## src/rtl/mem_port_arbiter_if.sv

```systemverilog
// Bundle of fetch, data and memory-side signals shared by mem_port_arbiter and its neighbours.
// The slave modport is the arbiter's view; master is the view of the CPU stages plus memory.
interface mem_port_arbiter_if #(
    parameter int unsigned ADDR_W = 32,
    parameter int unsigned DATA_W = 32
) ();
    logic              if_req_i;
    logic [ADDR_W-1:0] if_addr_i;
    logic [DATA_W-1:0] if_rdata_o;
    logic              if_ack_o;

    logic              dm_req_i;
    logic              dm_we_i;
    logic [ADDR_W-1:0] dm_addr_i;
    logic [DATA_W-1:0] dm_wdata_i;
    logic [DATA_W-1:0] dm_rdata_o;
    logic              dm_ack_o;

    logic              mem_en_o;
    logic              mem_we_o;
    logic [ADDR_W-1:0] mem_addr_o;
    logic [DATA_W-1:0] mem_wdata_o;
    logic [DATA_W-1:0] mem_rdata_i;
    logic              mem_ready_i;

    logic              stall_o;

    modport slave (
        input  if_req_i, if_addr_i,
        input  dm_req_i, dm_we_i, dm_addr_i, dm_wdata_i,
        input  mem_rdata_i, mem_ready_i,
        output if_rdata_o, if_ack_o,
        output dm_rdata_o, dm_ack_o,
        output mem_en_o, mem_we_o, mem_addr_o, mem_wdata_o,
        output stall_o
    );

    modport master (
        output if_req_i, if_addr_i,
        output dm_req_i, dm_we_i, dm_addr_i, dm_wdata_i,
        output mem_rdata_i, mem_ready_i,
        input  if_rdata_o, if_ack_o,
        input  dm_rdata_o, dm_ack_o,
        input  mem_en_o, mem_we_o, mem_addr_o, mem_wdata_o,
        input  stall_o
    );
endinterface

```

## src/rtl/mem_port_arbiter.sv

```systemverilog
// Arbitrates one single-port memory between instruction fetch and data access, with
// DM priority bounded by a starvation counter that eventually forces an IF grant.
module mem_port_arbiter #(
    parameter int unsigned ADDR_W     = 32,
    parameter int unsigned DATA_W     = 32,
    parameter int unsigned STARVE_LIM = 4
) (
    input  logic                clk_i,
    input  logic                rst_i,
    mem_port_arbiter_if.slave   bus
);

    localparam int unsigned CntW = $clog2(STARVE_LIM + 1);
    localparam logic [CntW-1:0] StarveMax = CntW'(STARVE_LIM);

    typedef enum logic [1:0] {
        StIdle   = 2'd0,
        StBusyIf = 2'd1,
        StBusyDm = 2'd2,
        StResp   = 2'd3
    } state_e;

    state_e            state_q, state_d;
    logic [CntW-1:0]   starve_cnt_q, starve_cnt_d;
    logic              mem_en_q, mem_en_d;
    logic              mem_we_q, mem_we_d;
    logic [ADDR_W-1:0] mem_addr_q, mem_addr_d;
    logic [DATA_W-1:0] mem_wdata_q, mem_wdata_d;
    logic [DATA_W-1:0] if_rdata_q, if_rdata_d;
    logic [DATA_W-1:0] dm_rdata_q, dm_rdata_d;
    logic              if_ack_q, if_ack_d;
    logic              dm_ack_q, dm_ack_d;

    logic              if_forced;

    // IF only wins a collision once DM has been granted STARVE_LIM times in a row over it.
    assign if_forced = bus.if_req_i && (starve_cnt_q == StarveMax);

    always_comb begin
        state_d      = state_q;
        starve_cnt_d = starve_cnt_q;
        mem_en_d     = mem_en_q;
        mem_we_d     = mem_we_q;
        mem_addr_d   = mem_addr_q;
        mem_wdata_d  = mem_wdata_q;
        if_rdata_d   = if_rdata_q;
        dm_rdata_d   = dm_rdata_q;
        if_ack_d     = 1'b0;
        dm_ack_d     = 1'b0;

        unique case (state_q)
            StIdle: begin
                if (bus.dm_req_i && !if_forced) begin
                    state_d     = StBusyDm;
                    mem_en_d    = 1'b1;
                    mem_we_d    = bus.dm_we_i;
                    mem_addr_d  = bus.dm_addr_i;
                    mem_wdata_d = bus.dm_wdata_i;
                    if (!bus.if_req_i) begin
                        starve_cnt_d = '0;
                    end else if (starve_cnt_q != StarveMax) begin
                        starve_cnt_d = starve_cnt_q + CntW'(1);
                    end
                end else if (bus.if_req_i) begin
                    state_d      = StBusyIf;
                    mem_en_d     = 1'b1;
                    mem_we_d     = 1'b0;
                    mem_addr_d   = bus.if_addr_i;
                    mem_wdata_d  = '0;
                    starve_cnt_d = '0;
                end
            end

            StBusyIf: begin
                if (bus.mem_ready_i) begin
                    state_d    = StResp;
                    mem_en_d   = 1'b0;
                    mem_we_d   = 1'b0;
                    if_rdata_d = bus.mem_rdata_i;
                    if_ack_d   = 1'b1;
                end
            end

            StBusyDm: begin
                if (bus.mem_ready_i) begin
                    state_d  = StResp;
                    mem_en_d = 1'b0;
                    mem_we_d = 1'b0;
                    // Stores complete without disturbing the last load result.
                    if (!mem_we_q) begin
                        dm_rdata_d = bus.mem_rdata_i;
                    end
                    dm_ack_d = 1'b1;
                end
            end

            StResp: begin
                state_d = StIdle;
            end

            default: begin
                state_d = StIdle;
            end
        endcase
    end

    always_ff @(posedge clk_i) begin
        if (rst_i) begin
            state_q      <= StIdle;
            starve_cnt_q <= '0;
            mem_en_q     <= 1'b0;
            mem_we_q     <= 1'b0;
            mem_addr_q   <= '0;
            mem_wdata_q  <= '0;
            if_rdata_q   <= '0;
            dm_rdata_q   <= '0;
            if_ack_q     <= 1'b0;
            dm_ack_q     <= 1'b0;
        end else begin
            state_q      <= state_d;
            starve_cnt_q <= starve_cnt_d;
            mem_en_q     <= mem_en_d;
            mem_we_q     <= mem_we_d;
            mem_addr_q   <= mem_addr_d;
            mem_wdata_q  <= mem_wdata_d;
            if_rdata_q   <= if_rdata_d;
            dm_rdata_q   <= dm_rdata_d;
            if_ack_q     <= if_ack_d;
            dm_ack_q     <= dm_ack_d;
        end
    end

    assign bus.mem_en_o    = mem_en_q;
    assign bus.mem_we_o    = mem_we_q;
    assign bus.mem_addr_o  = mem_addr_q;
    assign bus.mem_wdata_o = mem_wdata_q;
    assign bus.if_rdata_o  = if_rdata_q;
    assign bus.dm_rdata_o  = dm_rdata_q;
    assign bus.if_ack_o    = if_ack_q;
    assign bus.dm_ack_o    = dm_ack_q;

    // Combinational so the pipeline releases in the very cycle the ack is seen.
    assign bus.stall_o = (bus.if_req_i & ~if_ack_q) | (bus.dm_req_i & ~dm_ack_q);

endmodule
```

## src/flat_wrapper.sv

```systemverilog
// flat-port wrapper written by rule: the top's interface ports become plain ports
module mem_port_arbiter_flat 
#(
    parameter int unsigned ADDR_W     = 32,
    parameter int unsigned DATA_W     = 32,
    parameter int unsigned STARVE_LIM = 4
)
  (clk_i, rst_i, bus_if_req_i, bus_if_addr_i, bus_dm_req_i, bus_dm_we_i, bus_dm_addr_i, bus_dm_wdata_i, bus_mem_rdata_i, bus_mem_ready_i, bus_if_rdata_o, bus_if_ack_o, bus_dm_rdata_o, bus_dm_ack_o, bus_mem_en_o, bus_mem_we_o, bus_mem_addr_o, bus_mem_wdata_o, bus_stall_o);
  mem_port_arbiter_if #(.ADDR_W(ADDR_W), .DATA_W(DATA_W)) bus_i ();
  input  logic clk_i;
  input  logic rst_i;
  input wire logic [$bits(bus_i.if_req_i)-1:0] bus_if_req_i;
  input wire logic [$bits(bus_i.if_addr_i)-1:0] bus_if_addr_i;
  input wire logic [$bits(bus_i.dm_req_i)-1:0] bus_dm_req_i;
  input wire logic [$bits(bus_i.dm_we_i)-1:0] bus_dm_we_i;
  input wire logic [$bits(bus_i.dm_addr_i)-1:0] bus_dm_addr_i;
  input wire logic [$bits(bus_i.dm_wdata_i)-1:0] bus_dm_wdata_i;
  input wire logic [$bits(bus_i.mem_rdata_i)-1:0] bus_mem_rdata_i;
  input wire logic [$bits(bus_i.mem_ready_i)-1:0] bus_mem_ready_i;
  output wire logic [$bits(bus_i.if_rdata_o)-1:0] bus_if_rdata_o;
  output wire logic [$bits(bus_i.if_ack_o)-1:0] bus_if_ack_o;
  output wire logic [$bits(bus_i.dm_rdata_o)-1:0] bus_dm_rdata_o;
  output wire logic [$bits(bus_i.dm_ack_o)-1:0] bus_dm_ack_o;
  output wire logic [$bits(bus_i.mem_en_o)-1:0] bus_mem_en_o;
  output wire logic [$bits(bus_i.mem_we_o)-1:0] bus_mem_we_o;
  output wire logic [$bits(bus_i.mem_addr_o)-1:0] bus_mem_addr_o;
  output wire logic [$bits(bus_i.mem_wdata_o)-1:0] bus_mem_wdata_o;
  output wire logic [$bits(bus_i.stall_o)-1:0] bus_stall_o;
  assign bus_i.if_req_i = bus_if_req_i;
  assign bus_i.if_addr_i = bus_if_addr_i;
  assign bus_i.dm_req_i = bus_dm_req_i;
  assign bus_i.dm_we_i = bus_dm_we_i;
  assign bus_i.dm_addr_i = bus_dm_addr_i;
  assign bus_i.dm_wdata_i = bus_dm_wdata_i;
  assign bus_i.mem_rdata_i = bus_mem_rdata_i;
  assign bus_i.mem_ready_i = bus_mem_ready_i;
  assign bus_if_rdata_o = bus_i.if_rdata_o;
  assign bus_if_ack_o = bus_i.if_ack_o;
  assign bus_dm_rdata_o = bus_i.dm_rdata_o;
  assign bus_dm_ack_o = bus_i.dm_ack_o;
  assign bus_mem_en_o = bus_i.mem_en_o;
  assign bus_mem_we_o = bus_i.mem_we_o;
  assign bus_mem_addr_o = bus_i.mem_addr_o;
  assign bus_mem_wdata_o = bus_i.mem_wdata_o;
  assign bus_stall_o = bus_i.stall_o;
  mem_port_arbiter #(.ADDR_W(ADDR_W), .DATA_W(DATA_W), .STARVE_LIM(STARVE_LIM)) u_core (.clk_i(clk_i), .rst_i(rst_i), .bus(bus_i));
endmodule
```

## config.mk

```make
export PLATFORM = sky130hd
export DESIGN_NAME = mem_port_arbiter_flat
export DESIGN_NICKNAME = d
export VERILOG_FILES = /design/src/rtl/mem_port_arbiter_if.sv /design/src/rtl/mem_port_arbiter.sv /design/src/flat_wrapper.sv
export SDC_FILE = /design/constraint.sdc
export NUM_CORES = 1
export LEC_CHECK = 0
export CORE_ASPECT_RATIO = 1.5
export CORE_MARGIN = 4
export CORE_UTILIZATION = 40
export CTS_CLUSTER_DIAMETER = 100
export DETAILED_ROUTE_END_ITERATION = 10
export PLACE_DENSITY_LB_ADDON = 0.08
export RECOVER_POWER = 25
export SLEW_MARGIN = 15
export SYNTH_ARGS = -nofsm -noshare
export SYNTH_HDL_FRONTEND = slang
export SYNTH_SLANG_ARGS = --single-unit
```

## constraint.sdc

```tcl
create_clock -name clk_i -period 2 [get_ports clk_i]
set_input_delay 0.3 -clock clk_i [delete_from_list [all_inputs] [get_ports clk_i]]
set_output_delay 0.3 -clock clk_i [all_outputs]
set_load 0.01 [all_outputs]
```

# Yosys cells after proc, flatten, opt, wreduce, memory -nomap -nowiden
# Index checks and enable logic that the tools add are counted.
dict set report op_classes {
  n_addsub 1
  n_mul 0
  n_div 0
  order_cmp 0
  eq_ne 8
  n_shift 0
  n_mux 20
  bitwise 8
  n_reduce_logical 15
}
# cell n
set op_table {}
lappend op_table {{32-bit 2-to-1 mux} 4}
lappend op_table {{3-bit 2-to-1 mux} 4}
lappend op_table {{3-bit AND reduction} 3}
lappend op_table {{1-bit 2-to-1 mux} 6}
lappend op_table {{2-bit 2-to-1 mux} 3}
lappend op_table {{3-bit inequality test, second input constant} 2}
lappend op_table {{2-bit case mux with 3 select lines} 1}
lappend op_table {{2-bit AND reduction} 3}
lappend op_table {{2-bit OR reduction} 3}
lappend op_table {{1-bit NOT} 5}
lappend op_table {{2-bit equality test, second input constant} 2}
lappend op_table {{1-bit case mux with 2 select lines} 2}
lappend op_table {{2-bit nonzero test} 2}
lappend op_table {{3-bit by 1-bit adder with 3-bit output, second input constant} 1}
lappend op_table {{3-bit equality test, second input constant} 1}
lappend op_table {{3-bit by 2-bit inequality test with 1-bit output, second input constant} 1}
lappend op_table {{1-bit AND} 2}
lappend op_table {{2-bit by 1-bit equality test with 1-bit output, second input constant} 1}
lappend op_table {{1-bit logical AND} 2}
lappend op_table {{2-bit zero test} 1}
lappend op_table {{2-bit by 1-bit inequality test with 1-bit output, second input constant} 1}
lappend op_table {{1-bit zero test} 1}
lappend op_table {{1-bit bitwise OR} 1}
dict set report word_totals {
  register_bits 137
  latch_bits 0
  ramBits 0
  romBits 0
  output_inout_bits 133
  elab_cells 62
  n_memories 0
}

# Longest topological paths before layout
# Gate-level depths: netlist (run 1).
dict set report logic_depth {
  ltp_word 6
  depth_mapped 8
  ltp_nobuf 6
}

# Worst setup path before layout (run 1)
# No wires, ideal clock.
dict set report synth_path {
  kind {register to register}
  startpoint {register u_core.state_q[0]}
  endpoint {register u_core.mem_en_q, in the netlist u_core.bus.mem_en_o}
  t_arrival_ns 1.372
  t_required_ns 1.914
  slack_ns 0.543
  stages_incl_launch_ff 7
  path_buffers 0
  synth_period_minus_slack_ns 1.457
  cell_sequence {dfxtp_1 inv_1 ha_1 nor2b_1 nor3_1 nor2_1 a211oi_1}
}
dict set report synth_via {
  elab_chain_len 4
  elab_cells_between_ends 9
  classes_between {eq/ne (4); mux (1); reduce/logical (4)}
}
# item line
set synth_rtl {}
lappend synth_rtl {{start: declaration} mem_port_arbiter.sv:23} ;# state_e state_q, state_d;
lappend synth_rtl {{start signal: assignment} mem_port_arbiter.sv:109} ;# state_q <= StIdle;
lappend synth_rtl {{start signal: assignment} mem_port_arbiter.sv:120} ;# state_q <= state_d;
lappend synth_rtl {{2-bit by 1-bit equality test with 1-bit output or 2-bit equality test (tied branches)} mem_port_arbiter.sv:51} ;# unique case (state_q)
lappend synth_rtl {{2-bit OR reduction (no source line)} --}
lappend synth_rtl {{2-bit by 1-bit inequality test with 1-bit output (no source line) or 2-bit nonzero test (tied branches)} --}
lappend synth_rtl {{3-bit AND reduction (no source line)} --}
lappend synth_rtl {{end signal: assignment} mem_port_arbiter.sv:122} ;# mem_en_q <= mem_en_d;
lappend synth_rtl {{end: declaration} mem_port_arbiter.sv:25} ;# logic mem_en_q, mem_en_d;
# Parallel ways exist; a longest one is shown, timed or not.
# A chain may end at the register's enable or synchronous reset.

# Worst setup path in the final report (run 1)
dict set report layout_path {
  startpoint {input port bus_if_req_i}
  endpoint {output port bus_stall_o}
}
dict set report layout_via {
  elab_chain_len 2
}
# item line
set layout_rtl {}
lappend layout_rtl {{start: declaration} flat_wrapper.sv:12} ;# input wire logic [$bits(bus_i.if_req_i)-1:0] bus_if_req_i;
lappend layout_rtl {{1-bit AND} mem_port_arbiter.sv:143} ;# assign bus.stall_o = (bus.if_req_i & ~if_ack_q) | (bus.dm_req_i & ~dm_ack_q);
lappend layout_rtl {{1-bit bitwise OR} mem_port_arbiter.sv:143}
lappend layout_rtl {{end: declaration} flat_wrapper.sv:28} ;# output wire logic [$bits(bus_i.stall_o)-1:0] bus_stall_o;
# No other way between the ends.

==> results.sh, run 1 <==
export IMPL_outcome="complete, no violations"
export IMPL_clock_path_buffers=2
export IMPL_rsz0062_at_grt="false"
export IMPL_ir_drop_mv=0.8036
export IMPL_worst_setup_path_start_kind="input port"
export IMPL_crit_path_max_fanout=2
export IMPL_fmax_mhz=527.4
export IMPL_post_cts_buffers=0
export IMPL_maxCapViolCount=0
export IMPL_drt_initial_drc_count=202
export IMPL_syn_avg_cell_area_um2=7.899
export IMPL_antenna_found_initial=0
export IMPL_post_route_period_util_pct=94.80
export IMPL_path_buf_inv=3
export IMPL_wl_um=16870
export IMPL_dp_cells=1052
export IMPL_crit_top_cell="clkdlybuf4s50_1"
export IMPL_grt_total_usage_pct=22.04
export IMPL_design_area_um2=8685
export IMPL_place_ws_ns=0.02441
export IMPL_synth_distinct_cells=29
export IMPL_path_class="in2out"
export IMPL_die_w_um=101.5
export IMPL_synth_seq_cells=137
export IMPL_final_cell_mix="clkdlybuf4s50_1 (265), nand2_1 (198), dfxtp_1 (137)"
export IMPL_clock_latency_ns=0.40
export IMPL_die_y_um=148.2
export IMPL_gp_congestion=0.7890
export IMPL_cts_sink_count=137
export IMPL_crit_arrival_ns=1.60
export IMPL_ant_nets=0
export IMPL_crit_required_ns=1.70
export IMPL_drive_above_1_share_pct=5.952
export IMPL_r2r_setup_slack_ns=0.28
export IMPL_power_leakage_nw=3.142
export IMPL_slowest_stage="clkdlybuf4s50_1"
export IMPL_postPlaceCellArea_um2=8093
export IMPL_clk_pin_slew_worst_paths_ns=0.06
export IMPL_min_delay_path_class="in2reg"
export IMPL_r2r_end="u_core.bus.if_rdata_o[25]$_SDFFE_PP0P_"
export IMPL_crit_family="buffers and inverters"
export IMPL_grt_pass1_wl_um=26560
export IMPL_relSlewSlack_pct=51.00
export IMPL_holdCritStartpoint="rst_i"
export IMPL_grt_pass1_vias=5471
export IMPL_fill_cells=1075
export IMPL_setup_tns_final_ns=0
export IMPL_synth_cells=664
export IMPL_layout_nets=1053
export IMPL_worstPathCellList="clkdlybuf4s50_1, inv_1, o22ai_1, clkdlybuf4s50_1"
export IMPL_ios=267
export IMPL_cts_tree="done"
export IMPL_mostFrequentLayoutCell="clkdlybuf4s50_1"
export IMPL_hold_viol=0
export IMPL_cts_max_level=4
export IMPL_yosysWarningCount=0
export IMPL_floorplan_initialDensity_pct=40.69
export IMPL_routed_via_density=5.079
export IMPL_whs_endpoint="u_core.bus.dm_ack_o$_SDFF_PP0_"
export IMPL_dp_hpwl_um=12180
export IMPL_slowest_delay_ns=0.60
export IMPL_antenna_cells=0
export IMPL_critPathCaptureType="output pin"
export IMPL_final_util_pct=67.38
export IMPL_ys_seq_area_share_pct=52.29
export IMPL_synthesis_area_um2=5245
export IMPL_min_path_cells=2
export IMPL_r2r_start="u_core.state_q[1]$_SDFFE_PP0P_"
export IMPL_cts_hold_buffers=0
export IMPL_io_buffers=266
export IMPL_route_detailed_drc=0
export IMPL_post_cts_resized=0
export IMPL_rows=51
export IMPL_synth_nets=805
export IMPL_dieArea_um2=15050
export IMPL_p_per_area_nw_per_um2=1215
export IMPL_core_area_um2=12890
export IMPL_numCtsBuffers=17
export IMPL_routedWlPerCell_um=15.58
export IMPL_holdWs_ns=0.4405
export IMPL_num_vias=5501
export IMPL_syn2layout_area_growth_pct=65.58
export IMPL_startpoint="bus_if_req_i"
export IMPL_worst_clock_skew_ns=0.008582
export IMPL_overflow=0
export IMPL_worst_pin_slew_ns=0.7350
export IMPL_drv_slew=0
export IMPL_setup_viol=0
export IMPL_finalWorstSetupSlack_ns=0.1040
export IMPL_min_period_ns=1.896
export IMPL_grt_start_max_net_pins=67
export IMPL_rr_worst_depth=6
export IMPL_drt_pass1_iter_count=4
export IMPL_power_mw=10.55
export IMPL_cts_root_buf="clkbuf_16"
export IMPL_instances_no_fill=1083
routing by layer:
metal	part of all wire [%]	vias to the layer above	global-route usage (%)
met5	0	-	0
met4	2.8	0	8.450
met3	8.2	30	7.367
met2	52	217	39.32
met1	37	2545	23.60
li1	-	2709	-
worst max path at each step:
stage | to | cells past startpoint
detailed placement | u_core.bus.mem_addr_o[23]$_SDFFE_PP0P_ | 7
global placement | bus_stall_o | 4
global route | bus_stall_o | 4
floorplan | u_core.bus.mem_en_o$_SDFFE_PP0P_ | 6
CTS | bus_stall_o | 4
finish | bus_stall_o | 4
logic make-up after synthesis:
kind of cell               share of synthesized area (%)
adders and majority gates                          1.670
AOI/OAI and AO/OA                                  18.68
DFF                                                52.29
buffers and inverters                              5.463
and+or+nand+nor                                    21.90
power breakdown:
group,internal [mW],total [mW],switching (mW)
Clock,2.13,3.30,1.18
Combinational,1.78,3.71,1.93
Sequential,3.26,3.54,0.280
synth_stat cells:
| cell | number | area share (%) |
|---|---|---|
| a22oi_1 | 1 | 0.14 |
| buf_2 | 25 | 2.4 |
| dfxtp_1 | 137 | 52 |
| nand3_2 | 1 | 0.19 |
| nor4b_1 | 1 | 0.17 |
| or2_2 | 1 | 0.12 |
| buf_6 | 2 | 0.43 |
| a32oi_1 | 1 | 0.17 |
| inv_1 | 6 | 0.43 |
| nor3_1 | 2 | 0.19 |
| nand2_1 | 198 | 14 |
| buf_4 | 4 | 0.57 |
| o21ai_0 | 2 | 0.19 |
| o21a_1 | 1 | 0.14 |
| nand3_1 | 34 | 3.2 |
| a31oi_1 | 1 | 0.12 |
| and2_1 | 2 | 0.24 |
| nor2b_1 | 1 | 0.12 |
| nand2b_1 | 2 | 0.24 |
| clkbuf_1 | 21 | 1.5 |
| o22ai_1 | 2 | 0.24 |
| ha_1 | 7 | 1.7 |
| o21ai_2 | 1 | 0.17 |
| a221oi_2 | 1 | 0.29 |
| a211oi_1 | 33 | 4.7 |
| buf_1 | 2 | 0.14 |
| a21oi_1 | 131 | 13 |
| nor2_1 | 43 | 3.1 |
| nor3b_1 | 1 | 0.14 |
area by class of cell:
class                   instances  area [um2]  area share [%]
clock buffers                  18       439.2           5.057
repair buffers                283        2873           33.08
well taps                     159       198.9           2.291
multi-input cells             467        2217           25.53
flip-flops and latches        137        2743           31.58
clock inverters                13       191.4           2.204
inverters                       6       22.52          0.2593
state kept, by name (all words and copies together), names as in the netlist:
signal / cells
u_core.bus.if_ack_o: 1
u_core.starve_cnt_q: 3
u_core.bus.mem_addr_o: 32
u_core.bus.dm_ack_o: 1
u_core.state_q: 2
u_core.bus.mem_wdata_o: 32
u_core.bus.mem_en_o: 1
u_core.bus.mem_we_o: 1
u_core.bus.dm_rdata_o: 32
u_core.bus.if_rdata_o: 32
(Power assumes the default switching activity.)
==> run 2, diff against run 1 <==
--- a/config.mk
+++ b/config.mk
@@ -6,8 +6,7 @@
 export NUM_CORES = 1
 export LEC_CHECK = 0
 export CORE_ASPECT_RATIO = 1.5
-export CORE_MARGIN = 4
-export CORE_UTILIZATION = 40
+export CORE_UTILIZATION = 35
 export CTS_CLUSTER_DIAMETER = 100
 export DETAILED_ROUTE_END_ITERATION = 10
 export PLACE_DENSITY_LB_ADDON = 0.08
==> run 2 against run 1 <==
Net effect: hold slack got worse by 0.063 ns; first-iteration DRC count fell by 19%; via count did not move; non-clock buffer count did not move; wire length fell by 0.46%; flip-flop and latch count did not move; register-to-register slack got worse by 0.02 ns.
==> results.sh, run 2 (synthesis results as in run 1) <==
export IMPL_final_cell_mix="clkdlybuf4s50_1 (241), nand2_1 (198), dfxtp_1 (137)"
export IMPL_cts_hold_buffers=0
export IMPL_place_ws_ns=0.09362
export IMPL_instances_no_fill=1121
export IMPL_slowest_delay_ns=0.59
export IMPL_floorplan_initialDensity_pct=35.94
export IMPL_grt_total_usage_pct=21.96
export IMPL_drive_above_1_share_pct=5.838
export IMPL_cts_root_buf="clkbuf_16"
export IMPL_core_area_um2=14590
export IMPL_grt_start_max_net_pins=68
export IMPL_rows=54
export IMPL_setup_viol=0
export IMPL_min_delay_path_class="in2reg"
export IMPL_dp_hpwl_um=11750
export IMPL_routed_via_density=4.907
export IMPL_clock_path_buffers=2
export IMPL_crit_required_ns=1.70
export IMPL_post_route_period_util_pct=94.44
export IMPL_setup_tns_final_ns=0
export IMPL_wl_met1_um=6287
export IMPL_hold_viol=0
export IMPL_p_per_area_nw_per_um2=1196
export IMPL_post_cts_buffers=0
export IMPL_numCtsBuffers=17
export IMPL_worst_pin_slew_ns=0.7318
export IMPL_slowest_stage="clkdlybuf4s50_1"
export IMPL_maxCapViolCount=0
export IMPL_wl_met3_um=1210
export IMPL_num_vias=5501
export IMPL_antenna_cells=0
export IMPL_fmax_mhz=529.4
export IMPL_gp_congestion=0.8126
export IMPL_grt_pass1_wl_um=26510
export IMPL_crit_top_cell="clkdlybuf4s50_1"
export IMPL_holdWs_ns=0.3780
export IMPL_overflow=0
export IMPL_route_detailed_drc=0
export IMPL_dr_wl_met2_um=8813
export IMPL_syn2layout_area_growth_pct=66.10
export IMPL_routedWlPerCell_um=14.98
export IMPL_worst_setup_path_start_kind="input port"
export IMPL_drv_slew=0
export IMPL_fill_cells=1337
export IMPL_clock_latency_ns=0.42
export IMPL_drt_initial_drc_count=164
export IMPL_die_y_um=151.9
export IMPL_drt_pass1_iter_count=4
export IMPL_grt_pass1_vias=5485
export IMPL_power_leakage_nw=3.207
export IMPL_antenna_found_initial=0
export IMPL_ff_latch_area_um2=2743
export IMPL_multi_input_area_um2=2217
export IMPL_dieArea_um2=15490
export IMPL_layout_nets=1053
export IMPL_crit_path_max_fanout=2
export IMPL_min_period_ns=1.889
export IMPL_worstPathCellList="clkdlybuf4s50_1, inv_1, o22ai_1, clkdlybuf4s50_1"
export IMPL_relSlewSlack_pct=51.21
export IMPL_io_buffers=266
export IMPL_finalWorstSetupSlack_ns=0.1111
export IMPL_cts_sink_count=137
export IMPL_outcome="complete, no violations"
export IMPL_wl_um=16800
export IMPL_critPathCaptureType="output pin"
export IMPL_path_class="in2out"
export IMPL_crit_arrival_ns=1.59
export IMPL_highest_layer="met4"
export IMPL_post_cts_resized=0
export IMPL_mostFrequentLayoutCell="clkdlybuf4s50_1"
export IMPL_cts_max_level=4
export IMPL_ant_nets=0
export IMPL_dp_cells=1089
export IMPL_ios=267
export IMPL_rsz0062_at_grt="false"
export IMPL_die_w_um=102.0
export IMPL_cts_tree="done"
export IMPL_ir_drop_mv=0.6598
export IMPL_clk_pin_slew_worst_paths_ns=0.06
export IMPL_worst_clock_skew_ns=0.01193
-- run 2: cell count changes in the layout (fill, tap and decap cells not counted), sizes merged --
cell	before	now
clkdlybuf4s50	265	241
dlygate4sd3	0	24
bufinv	4	2
buf	16	17
clkbuf	20	21
inv	9	10
-- run 2: per-stage QoR --
step | utilization (%) | cell area (um2) | power, mW
2_1_floorplan | - | 5245 | 5.526
3_3_place_gp | 55.86 | 8152 | 7.363
3_5_place_dp | 55.86 | 8152 | 7.460
4_1_cts | 59.88 | 8738 | 10.61
5_1_grt | 59.70 | 8712 | 11.05
6_report | 59.70 | 8712 | 10.42
-- run 2: final cells by class --
| class | instances | area share [%] |
|---|---|---|
| tap | 196 | 2.815 |
| sequential | 137 | 31.48 |
| clock buffer | 20 | 5.127 |
| inverter | 6 | 0.2585 |
| timing repair buffer | 283 | 33.26 |
| multi-input combinational | 467 | 25.45 |
| clock inverter | 12 | 1.608 |
-- run 2: path summary, 6_finish.rpt --
check	depth (start not counted)	slack (ns)	end	from
min	2	0.38	u_core.bus.dm_ack_o$_SDFF_PP0_	rst_i
max	4	0.11	bus_stall_o	bus_if_req_i
max reg2reg	6	0.26	u_core.bus.mem_addr_o[19]$_SDFFE_PP0P_	u_core.state_q[0]$_SDFFE_PP0P_
min reg2reg	2	0.45	u_core.bus.dm_rdata_o[28]$_SDFFE_PP0P_	u_core.bus.dm_rdata_o[28]$_SDFFE_PP0P_
-- run 2: power by group --
| part | switching (mW) | total (mW) | internal [mW] |
|---|---|---|---|
| combinational | 1.95 | 3.77 | 1.83 |
| clock | 1.21 | 3.09 | 1.89 |
| sequential | 0.291 | 3.55 | 3.26 |
| total | 3.44 | 10.4 | 6.97 |
-- run 2: critical path, delay by kind of cell --
family	cells	cell delay [ns]
AOI/OAI and AO/OA	1	0.16
buffers and inverters	3	1.13
-- run 2: metal layers --
layer | up-vias | global-route usage (%)
li1 | 2709 | -
met1 | 2562 | 22.73
met2 | 196 | 39.32
met3 | 34 | 7.084
met4 | 0 | 9.932
met5 | - | 0
